`config.mk`:
```
export PLATFORM = sky130hd
export DESIGN_NAME = qeciphy_rx_frame_ctrl
export DESIGN_NICKNAME = d
export VERILOG_FILES = /design/src/rtl/qeciphy_rx_frame_ctrl.sv
export SDC_FILE = /design/constraint.sdc
export NUM_CORES = 1
export LEC_CHECK = 0
export CORE_ASPECT_RATIO = 0.6
export CORE_MARGIN = 3
export CORE_UTILIZATION = 50
export CTS_CLUSTER_SIZE = 24
export DETAILED_ROUTE_END_ITERATION = 16
export PLACE_DENSITY_LB_ADDON = 0.08
export SYNTH_ARGS = -nofsm -noshare
export SYNTH_HDL_FRONTEND = slang
export SYNTH_SLANG_ARGS = --single-unit
```
`constraint.sdc`:
```
create_clock -name clk_i -period 2 [get_ports clk_i]
set_input_delay 0.3 -clock clk_i [delete_from_list [all_inputs] [get_ports clk_i]]
set_output_delay 0.3 -clock clk_i [all_outputs]
set_load 0.02 [all_outputs]
```
`src/rtl/qeciphy_rx_frame_ctrl.sv`:
```
// qeciphy_rx_frame_ctrl
// Receive-side frame scheduler and link sequencer for the RX data monitor.
// It produces the FAW and CRC boundary strobes and sequences the link through
// DISABLED -> HUNT -> LOCKING -> UP, with FAULT recovery on monitor errors.
// Optional feature: define QECIPHY_RX_FRAME_CTRL_STATS_EN to build the
// saturating fault counter on err_count_o. Without it, err_count_o reads 0.

module qeciphy_rx_frame_ctrl #(
    parameter int FAW_BLOCKS  = 4,
    parameter int LOCK_FRAMES = 2,
    parameter int HOLDOFF     = 8
) (
    input  logic        clk_i,
    input  logic        rst_n_i,
    input  logic        link_en_i,
    input  logic        sof_i,
    input  logic        faw_error_i,
    input  logic        crc_error_i,
    input  logic        remote_rx_rdy_i,
    output logic        monitor_en_o,
    output logic        faw_boundary_o,
    output logic        crc_boundary_o,
    output logic        link_up_o,
    output logic        tx_allowed_o,
    output logic        realign_o,
    output logic [2:0]  state_o,
    output logic [15:0] err_count_o
);

    typedef enum logic [2:0] {
        ST_DISABLED = 3'd0,
        ST_HUNT     = 3'd1,
        ST_LOCKING  = 3'd2,
        ST_UP       = 3'd3,
        ST_FAULT    = 3'd4
    } state_t;

    localparam logic [4:0] LAST_BLOCK = 5'(FAW_BLOCKS - 1);
    localparam logic [3:0] LOCK_LAST  = 4'(LOCK_FRAMES - 1);
    localparam logic [7:0] HOLD_LAST  = 8'(HOLDOFF - 1);

    state_t     state, state_next;
    logic       at_faw, at_faw_next;
    logic [2:0] word, word_next;
    logic [4:0] block, block_next;
    logic [3:0] clean_cnt, clean_next;
    logic [7:0] hold_cnt, hold_next;
    logic       adv_at_faw;
    logic [2:0] adv_word;
    logic [4:0] adv_block;
    logic       error_seen;
    logic       frame_end;
    logic       run_next;
    logic       entering_fault;

    assign error_seen     = faw_error_i | crc_error_i;
    assign frame_end      = !at_faw && (word == 3'd6) && (block == LAST_BLOCK);
    assign run_next       = (state_next == ST_LOCKING) || (state_next == ST_UP);
    assign entering_fault = (state_next == ST_FAULT) && (state != ST_FAULT);

    assign monitor_en_o = (state == ST_LOCKING) || (state == ST_UP);
    assign link_up_o    = (state == ST_UP);
    assign tx_allowed_o = link_up_o && remote_rx_rdy_i;
    assign state_o      = state;

    // Frame position one word ahead: FAW word, then FAW_BLOCKS blocks of 7 words
    always_comb begin
        adv_at_faw = 1'b0;
        adv_word   = 3'd0;
        adv_block  = 5'd0;
        if (at_faw) begin
            adv_at_faw = 1'b0;
        end else if (word == 3'd6) begin
            if (block == LAST_BLOCK) begin
                adv_at_faw = 1'b1;
            end else begin
                adv_block = block + 5'd1;
            end
        end else begin
            adv_word  = word + 3'd1;
            adv_block = block;
        end
    end

    // Link sequencer next-state, frame position and qualification counters
    always_comb begin
        state_next  = state;
        at_faw_next = at_faw;
        word_next   = word;
        block_next  = block;
        clean_next  = clean_cnt;
        hold_next   = hold_cnt;
        case (state)
            ST_DISABLED: begin
                at_faw_next = 1'b1;
                word_next   = 3'd0;
                block_next  = 5'd0;
                clean_next  = 4'd0;
                hold_next   = 8'd0;
                state_next  = ST_HUNT;
            end
            ST_HUNT: begin
                if (sof_i) begin
                    state_next  = ST_LOCKING;
                    at_faw_next = 1'b1;
                    word_next   = 3'd0;
                    block_next  = 5'd0;
                    clean_next  = 4'd0;
                end
            end
            ST_LOCKING: begin
                at_faw_next = adv_at_faw;
                word_next   = adv_word;
                block_next  = adv_block;
                if (error_seen) begin
                    state_next = ST_FAULT;
                    hold_next  = 8'd0;
                end else if (frame_end) begin
                    if (clean_cnt == LOCK_LAST) begin
                        state_next = ST_UP;
                    end else begin
                        clean_next = clean_cnt + 4'd1;
                    end
                end
            end
            ST_UP: begin
                at_faw_next = adv_at_faw;
                word_next   = adv_word;
                block_next  = adv_block;
                if (error_seen) begin
                    state_next = ST_FAULT;
                    hold_next  = 8'd0;
                end
            end
            ST_FAULT: begin
                if (hold_cnt == HOLD_LAST) begin
                    state_next = ST_HUNT;
                end else begin
                    hold_next = hold_cnt + 8'd1;
                end
            end
            default: begin
                state_next = ST_DISABLED;
            end
        endcase
        if (!link_en_i) begin
            state_next = ST_DISABLED;
        end
    end

    // State, position and registered strobes derived from the next position
    always_ff @(posedge clk_i or negedge rst_n_i) begin
        if (!rst_n_i) begin
            state          <= ST_DISABLED;
            at_faw         <= 1'b1;
            word           <= 3'd0;
            block          <= 5'd0;
            clean_cnt      <= 4'd0;
            hold_cnt       <= 8'd0;
            faw_boundary_o <= 1'b0;
            crc_boundary_o <= 1'b0;
            realign_o      <= 1'b0;
        end else begin
            state          <= state_next;
            at_faw         <= at_faw_next;
            word           <= word_next;
            block          <= block_next;
            clean_cnt      <= clean_next;
            hold_cnt       <= hold_next;
            faw_boundary_o <= run_next && at_faw_next;
            crc_boundary_o <= run_next && !at_faw_next && (word_next == 3'd0);
            realign_o      <= entering_fault;
        end
    end

`ifdef QECIPHY_RX_FRAME_CTRL_STATS_EN
    logic [15:0] err_count;

    // Saturating count of FAULT entries, kept across link disable
    always_ff @(posedge clk_i or negedge rst_n_i) begin
        if (!rst_n_i) begin
            err_count <= 16'd0;
        end else if (entering_fault && (err_count != 16'hFFFF)) begin
            err_count <= err_count + 16'd1;
        end
    end

    assign err_count_o = err_count;
`else
    assign err_count_o = 16'd0;
`endif

endmodule
```
==> impl_metrics.toml, run 1 <==
[timing]
hold_viol = 0
final-setup-viol-count = 0
slew_violations = 0
skew_ns = 0.00580
fin_crit_sh_pct = 95.7
worst_slack_ns = 0.0855
rsz0062_at_grt = "yes"
tns_ns = 0
clock.fmax_ghz = 0.522
hold_slack_ns = 0.376
min_period_ns = 1.91

[floorplan]
die-area_um2 = 4010
dieWidth_um = 79.8
io_pins = 32
core_area_um2 = 2980
num_rows = 15
initial_core_util_pct = 54.7
die_h_um = 50.3

[cts]
clockRootBuffer = "clkbuf_8"
clock_latency_ns = 0.27
cts_buffers = 3
cts_tree = "done"
clock-sinks = 27
clk_pin_slew_ns = 0.09
htreeDepth = 1
cts_buffer_depth = 2

[power_and_ir_drop]
p_sw_share_pct = 28.3
switchingPower_uw = 304
internal_power_uw = 771
p_leak_nw = 0.858
irDropWorstVdd_v = 0.000367
p_clk_share_pct = 29.2
p_seq_share_pct = 53.0
total_power_mw = 1.07
powerDensity_nw_per_um2 = 571
power_frac_comb_pct = 17.9

[global_route]
grt_pass1_vias = 1190
grt_start_max_net_pins = 28
antenna_found_initial = 0
grt_pass1_wl_um = 5610
grt.total_usage_pct = 17.8
grt_overflow = 0

[drt]
viasPerCell = 5.60
ant_nets = 0
vias = 1317
drtIter0Drc = 58
routedWlPerCell_um = 13.8
totalWireLength_um = 3250
drt_first_pass_iters = 4
drcViolationCount = 0

[place]
place_ws_ns = 0.0682
postPlaceCellArea_um2 = 1820
hpwl_um = 2390
gp_congestion = 0.818
dpl.cell_count = 230
port_buffers = 15

[finish]
final_common_cell = "dfrtp_1"
nets = 205
layout-drive-gt1-share_pct = 11.4
final_cell_mix = "dfrtp_1, conb_1, nor2_1, clkdlybuf4s50_1, buf_4"
final_cells = 235
final_area_um2 = 1880
antenna_cells = 0
areaGrowthSynthToFinish_pct = 15.2
utilization_pct = 63.1

[setup_path]
critPathSlowestCell = "or4b_1"
worstPathCellList = "ha_2, nor4b_4, nand4_1, or4b_1, a31oi_1"
end_kind = "flop"
critical_path.top_delay_family = "simple AND/OR/NAND/NOR gates"
crit_buf_inv = 0
critical_path_required_ns = 2.20
worst-path-max-fanout = 4
worst_setup_path_start_kind = "flop"
slowest_delay_ns = 0.54
critPathKind = "flop to flop"
critPathArrivalTime_ns = 2.12
worst-r2r-setup-slack_ns = 0.09

[yosys]
syn_inst = 169
synthFlopType = "dfrtp_1"
ys_ff_latch = 27
synth_top_cell_area_share_pct = 39.8
yosysTopAreaCell = "dfrtp_1"
synth.avg_cell_area_um2 = 9.66
async_reset_ff_share_pct = 100
syn_area_um2 = 1630
synth-edff-count = 0
synth.area.top_cells = "dfrtp_1, buf_4, xor2_1"
synthDistinctLibCells = 48
ys_warn_count = 0
yosysSeqAreaShare_pct = 41.5

[hold_path]
min_path_type = "input port to async pin"

[status]
status = "complete, no violations"

[run]
maxCapViolCount = 0
-- path summary, 6_finish.rpt --
check / startpoint / depth (start not counted) / end
hold / removal: rst_n_i / 2 / hold_cnt[4]$_DFFE_PN0P_
setup reg to reg: block[0]$_DFFE_PN0P_ / 5 / state_o[0]$_DFF_PN0_
max in group asynchronous: rst_n_i / 2 / at_faw$_DFF_PN1_
setup / recovery: block[0]$_DFFE_PN0P_ / 5 / state_o[0]$_DFF_PN0_
hold reg to reg: block[1]$_DFFE_PN0P_ / 2 / block[1]$_DFFE_PN0P_
min in group clk_i: block[1]$_DFFE_PN0P_ / 2 / block[1]$_DFFE_PN0P_
-- worst register-to-register path: cells and delay by family (launching register included) --
family / cells / cell delay (ns)
and+or+nand+nor: 3 / 1.04
DFF: 1 / 0.41
adders and majority gates: 1 / 0.23
AOI/OAI and AO/OA: 1 / 0.17
-- power by group through the flow --
stage          combinational (mW)  sequential (mW)  clock, mW
6_report                    0.192            0.569      0.313
5_1_grt                     0.210            0.571      0.350
4_1_cts                     0.189            0.568      0.329
3_5_place_dp                0.189            0.579          0
3_3_place_gp                0.186            0.579          0
2_1_floorplan               0.134            0.584          0
-- timing repair --
item                       CTS  global route
setup endpoints to repair    2             2
hold buffers                 0             0
gates resized for setup      2             2
cloned                       0             0
pin swaps                    0             0
buffers inserted             0             1
-- metal layers --
layer | part of all wire (%) | wire (um) | global-route usage (%)
met4 | 0.74 | 24 | 4.21
met3 | 6.8 | 220 | 4.30
met1 | 50 | 1630 | 24.8
met2 | 42 | 1380 | 28.1
met5 | 0 | 0 | 0
-- logic make-up (layout without fill, tap and decap cells) --
kind of cell	after synthesis	after routing	synth area share (%)
multiplexers	1	1	0.690
AND/OR/NAND/NOR	70	70	27.1
buffers and inverters	26	35	10.3
XOR/XNOR	6	6	3.22
flip-flops	27	27	41.5
other	1	16	0.230
adder cells (fa/ha/maj)	4	4	3.07
AO/OA/AOI/OAI	34	34	14.0
-- synth_stat cells, types with 2 or more instances --
master	count
a21oi_1	6
buf_2	2
a211o_1	2
or3b_2	2
nor4_1	2
buf_4	16
nor2_1	13
inv_1	5
a31oi_1	2
nor3_1	2
xor2_1	6
nand3b_1	3
nand2_1	8
and2_1	3
nand2b_1	5
clkbuf_1	2
or4_1	2
o211ai_1	4
o21ai_0	9
and3_1	5
nand3_1	5
nor3b_1	4
ha_1	4
nand4_1	5
dfrtp_1	26
o31ai_1	4
-- flip-flops by register name, summed over array words and instances (netlist names) --
register        cells
at_faw              1
block               5
clean_cnt           4
crc_boundary_o      1
faw_boundary_o      1
hold_cnt            8
realign_o           1
state_o             3
word                3
-- area by class of cell --
cell class | instances | area (um^2)
Fill cell | 243 | 1100
Multi-Input combinational cell | 131 | 858
Sequential cell | 27 | 677
Timing Repair Buffer | 26 | 230
Tap cell | 42 | 52.6
Clock buffer | 4 | 45.0
Inverter | 5 | 18.8
Note: power is estimated with default switching activity, not from simulation.
==> inputs of run 2 (changes only) <==
--- a/config.mk
+++ b/config.mk
@@ -10,6 +10,7 @@
 export CORE_UTILIZATION = 50
 export CTS_CLUSTER_SIZE = 24
 export DETAILED_ROUTE_END_ITERATION = 16
+export MAX_ROUTING_LAYER = met4
 export PLACE_DENSITY_LB_ADDON = 0.08
 export SYNTH_ARGS = -nofsm -noshare
 export SYNTH_HDL_FRONTEND = slang
==> impl_metrics.toml, run 2 (synthesized netlist as in run 1, its figures left out) <==
[drt]
viasPerCell = 5.56
routedWlPerCell_um = 13.9
drtIter0Drc = 58
vias = 1306
totalWireLength_um = 3270
ant_nets = 0
drcViolationCount = 0
drt_first_pass_iters = 4

[finish]
final_cell_mix = "dfrtp_1, conb_1, nor2_1, clkdlybuf4s50_1, buf_4"
largest-register = "hold_cnt"
layout-drive-gt1-share_pct = 11.4
largest_reg_flops = 8
final_common_cell = "dfrtp_1"
top_regs = "hold_cnt (8), block (5), clean_cnt (4)"
antenna_cells = 0
nets = 205
nFillCells = 243
areaGrowthSynthToFinish_pct = 15.2

[floorplan]
num_rows = 15
die-area_um2 = 4010
dieWidth_um = 79.8
initial_core_util_pct = 54.7
core_area_um2 = 2980
io_pins = 32
die_h_um = 50.3

[setup_path]
end_kind = "flop"
critPathArrivalTime_ns = 2.12
worst_setup_path_start_kind = "flop"
crit_buf_inv = 0
critical_path_required_ns = 2.20
worstPathCellList = "ha_2, nor4b_4, nand4_1, or4b_1, a31oi_1"
critPathKind = "flop to flop"
slowest_delay_ns = 0.54
worst-path-max-fanout = 4
critical_path.top_delay_family = "simple AND/OR/NAND/NOR gates"
critPathSlowestCell = "or4b_1"

[timing]
min_period_ns = 1.92
skew_ns = 0.00558
slew_violations = 0
fin_crit_sh_pct = 96.2
clock.fmax_ghz = 0.520
final-setup-viol-count = 0
tns_ns = 0
rsz0062_at_grt = "yes"
hold_viol = 0
hold_slack_ns = 0.378

[global_route]
grt_start_max_net_pins = 28
antenna_found_initial = 0
grt_pass1_wl_um = 5600
grt_use_met1_pct = 24.7
busiest_layer = "met2"
use_met2_pct = 28.1
grt.total_usage_pct = 18.3
grt_overflow = 0
met3_usage_pct = 4.30
grt_pass1_vias = 1193

[place]
port_buffers = 15
gp_congestion = 0.831
hpwl_um = 2390

[power_and_ir_drop]
p_leak_nw = 0.858
powerDensity_nw_per_um2 = 571
total_power_mw = 1.07
irDropWorstVdd_v = 0.000368

[cts]
clockRootBuffer = "clkbuf_8"
cts_buffer_depth = 2
clock-sinks = 27
clock_latency_ns = 0.27
htreeDepth = 1
cts_buffers = 3
clk_pin_slew_ns = 0.09
postCtsHoldBufs = 0
cts_tree = "done"

[hold_path]
min_path_type = "input port to async pin"

[run]
maxCapViolCount = 0

[status]
status = "complete, no violations"
[run 2: cell counts in the layout (fill, tap and decap cells not counted)]
No cell type changed its count.
[run 2: timing repair]
| item | CTS | global route |
|---|---|---|
| endpoints found under the setup margin | 2 | 2 |
| buffers inserted | 0 | 1 |
| gates resized for setup | 2 | 2 |
[run 2: path summary, 6_finish.rpt]
check | from | end | slack, ns | cells past startpoint
max in group asynchronous | rst_n_i | at_faw$_DFF_PN1_ | 1.30 | 2
min in group clk_i | block[1]$_DFFE_PN0P_ | block[1]$_DFFE_PN0P_ | 0.52 | 2
max reg2reg | block[0]$_DFFE_PN0P_ | state_o[0]$_DFF_PN0_ | 0.08 | 5
max | block[0]$_DFFE_PN0P_ | state_o[0]$_DFF_PN0_ | 0.08 | 5
min reg2reg | block[1]$_DFFE_PN0P_ | block[1]$_DFFE_PN0P_ | 0.52 | 2
min | rst_n_i | hold_cnt[4]$_DFFE_PN0P_ | 0.38 | 2
[run 2: worst reg2reg max path: stages, from the launching register on]
cell and delay (ns):
dfrtp_1 0.41, ha_2 0.23, nor4b_4 0.31, nand4_1 0.19
or4b_1 0.54, a31oi_1 0.18
[run 2: metrics by stage]
step	std cells	area [um^2]	worst slack, ns	util [%]
2_1_floorplan	184	1690	0.245	-
3_3_place_gp	230	1820	0.0577	60.9
3_5_place_dp	230	1820	0.0682	60.9
4_1_cts	234	1860	0.0857	62.3
5_1_grt	235	1880	-0.00775	63.1
6_report	235	1880	0.0766	63.1
[run 2: layer usage]
metal	routed length [um]	vias up
met5	0	-
met2	1410	42
li1	-	633
met1	1660	629
met4	9	0
met3	186	2
[run 2: power by group]
part           internal, mW  total [mW]  switching (mW)
Clock                 0.143       0.313           0.171
Sequential            0.557       0.570          0.0126
Combinational        0.0709       0.192           0.121
Total                 0.771        1.07           0.304
[run 2: area by class of cell]
type	instances	area [um^2]	area share [%]
flip-flops and latches	27	677	36.0
repair buffers	26	230	12.2
well taps	42	52.6	2.79
inverters	5	18.8	0.997
multi-input cells	131	858	45.6
clock buffers	4	45.0	2.39
==> inputs of run 3 (changes only) <==
--- a/config.mk
+++ b/config.mk
@@ -5,7 +5,7 @@
 export SDC_FILE = /design/constraint.sdc
 export NUM_CORES = 1
 export LEC_CHECK = 0
-export CORE_ASPECT_RATIO = 0.6
+export CORE_ASPECT_RATIO = 0.5
 export CORE_MARGIN = 3
 export CORE_UTILIZATION = 50
 export CTS_CLUSTER_SIZE = 24
==> impl_metrics.toml, run 3 (synthesized netlist as in run 1, its figures left out) <==
[finish]
largest_reg_flops = 8
areaGrowthSynthToFinish_pct = 14.6
layout-drive-gt1-share_pct = 11.9
final_common_cell = "dfrtp_1"
final_cell_mix = "dfrtp_1, conb_1, nor2_1, clkdlybuf4s50_1, buf_4"
antenna_cells = 0
largest-register = "hold_cnt"
top_regs = "hold_cnt (8), block (5), clean_cnt (4)"
final_area_um2 = 1870
nets = 206

[setup_path]
critPathArrivalTime_ns = 2.12
critical_path_required_ns = 2.20
critPathKind = "flop to flop"
worst_setup_path_start_kind = "flop"
worst-path-max-fanout = 5
end_kind = "flop"

[timing]
hold_viol = 0
skew_ns = 0.00204
min_period_ns = 1.92
slew_violations = 0
worst_slack_ns = 0.0835
final-setup-viol-count = 0
clock.fmax_ghz = 0.522
fin_crit_sh_pct = 95.8
hold_slack_ns = 0.387

[run]
maxCapViolCount = 0

[global_route]
antenna_found_initial = 0
grt_overflow = 0
busiest_layer = "met2"
grt.total_usage_pct = 18.1
grt_start_max_net_pins = 28
grt_use_met1_pct = 23.9
grt_pass1_vias = 1167
use_met2_pct = 28.5
met3_usage_pct = 5.54
grt_pass1_wl_um = 5400

[status]
status = "complete, no violations"

[power_and_ir_drop]
p_sw_share_pct = 28.1
internal_power_uw = 775
irDropWorstVdd_v = 0.000391
p_seq_share_pct = 52.8
switchingPower_uw = 302
total_power_mw = 1.08
p_clk_share_pct = 29.0
powerDensity_nw_per_um2 = 575
power_frac_comb_pct = 18.3
p_leak_nw = 0.860

[cts]
cts_buffers = 3
clock-sinks = 27
cts_tree = "done"
clock_latency_ns = 0.27
cts_buffer_depth = 2
clockRootBuffer = "clkbuf_8"
clk_pin_slew_ns = 0.09
htreeDepth = 1

[place]
hpwl_um = 2440
postPlaceCellArea_um2 = 1830
port_buffers = 15
place_ws_ns = 0.0802
gp_congestion = 0.837

[drt]
routedWlPerCell_um = 14.2
vias = 1281
viasPerCell = 5.55
drt_first_pass_iters = 4
ant_nets = 0
drtIter0Drc = 54
drcViolationCount = 0
totalWireLength_um = 3290

[floorplan]
die-area_um2 = 4030
io_pins = 32
num_rows = 13
initial_core_util_pct = 57.4
dieWidth_um = 86.8
die_h_um = 46.4
core_area_um2 = 2850

[hold_path]
min_path_type = "input port to async pin"
[run 3: final cells by class]
type / count / area, um^2
inverters: 5 / 18.8
multi-input cells: 131 / 847
repair buffers: 27 / 238
clock buffers: 4 / 45.0
well taps: 37 / 46.3
flip-flops and latches: 27 / 677
fillers: 234 / 975
[run 3: repair_timing]
action                     CTS  global route
hold buffers                 0             0
setup endpoints to repair    2             2
resized for setup            2             1
setup buffers                0             0
pin swaps                    0             1
[run 3: worst max-delay path: stages (launching register included)]
cell and delay, ns:
dfrtp_1 0.41, ha_2 0.23, nor4b_4 0.29, a311oi_2 0.23, or4_1 0.54, a21boi_1 0.15
[run 3: routing by layer]
layer  wire length, um  up-vias
met1              1680      613
met3               183        2
li1                  -      636
met2              1410       30
met4                10        0
met5                 0        -
[run 3: worst paths after layout]
kind                                 startpoint                  endpoint  slack, ns  depth (start not counted)
setup / recovery           block[0]$_DFFE_PN0P_  clean_cnt[3]$_DFFE_PN0P_       0.08                          5
hold / removal                          rst_n_i   hold_cnt[5]$_DFFE_PN0P_       0.39                          2
setup reg to reg           block[0]$_DFFE_PN0P_  clean_cnt[3]$_DFFE_PN0P_       0.08                          5
hold reg to reg            block[4]$_DFFE_PN0P_      block[4]$_DFFE_PN0P_       0.54                          1
max in group asynchronous               rst_n_i          at_faw$_DFF_PN1_       1.29                          2
min in group clk_i         block[4]$_DFFE_PN0P_      block[4]$_DFFE_PN0P_       0.54                          1
[run 3: power by group through the flow]
stage	logic, mW	clock network (mW)	registers (mW)
6_report	0.197	0.312	0.568
5_1_grt	0.216	0.339	0.570
2_1_floorplan	0.134	0	0.584
3_5_place_dp	0.196	0	0.579
3_3_place_gp	0.195	0	0.578
4_1_cts	0.196	0.323	0.568
[run 3: stage by stage]
| step | setup TNS (ns) | util (%) | std cells |
|---|---|---|---|
| after floorplan | 0 | - | 184 |
| after global placement | 0 | 64.2 | 227 |
| after detailed placement | 0 | 64.2 | 227 |
| final | 0 | 65.8 | 231 |
| after global routing | -0.0199 | 65.8 | 231 |
| after CTS | 0 | 65.7 | 231 |
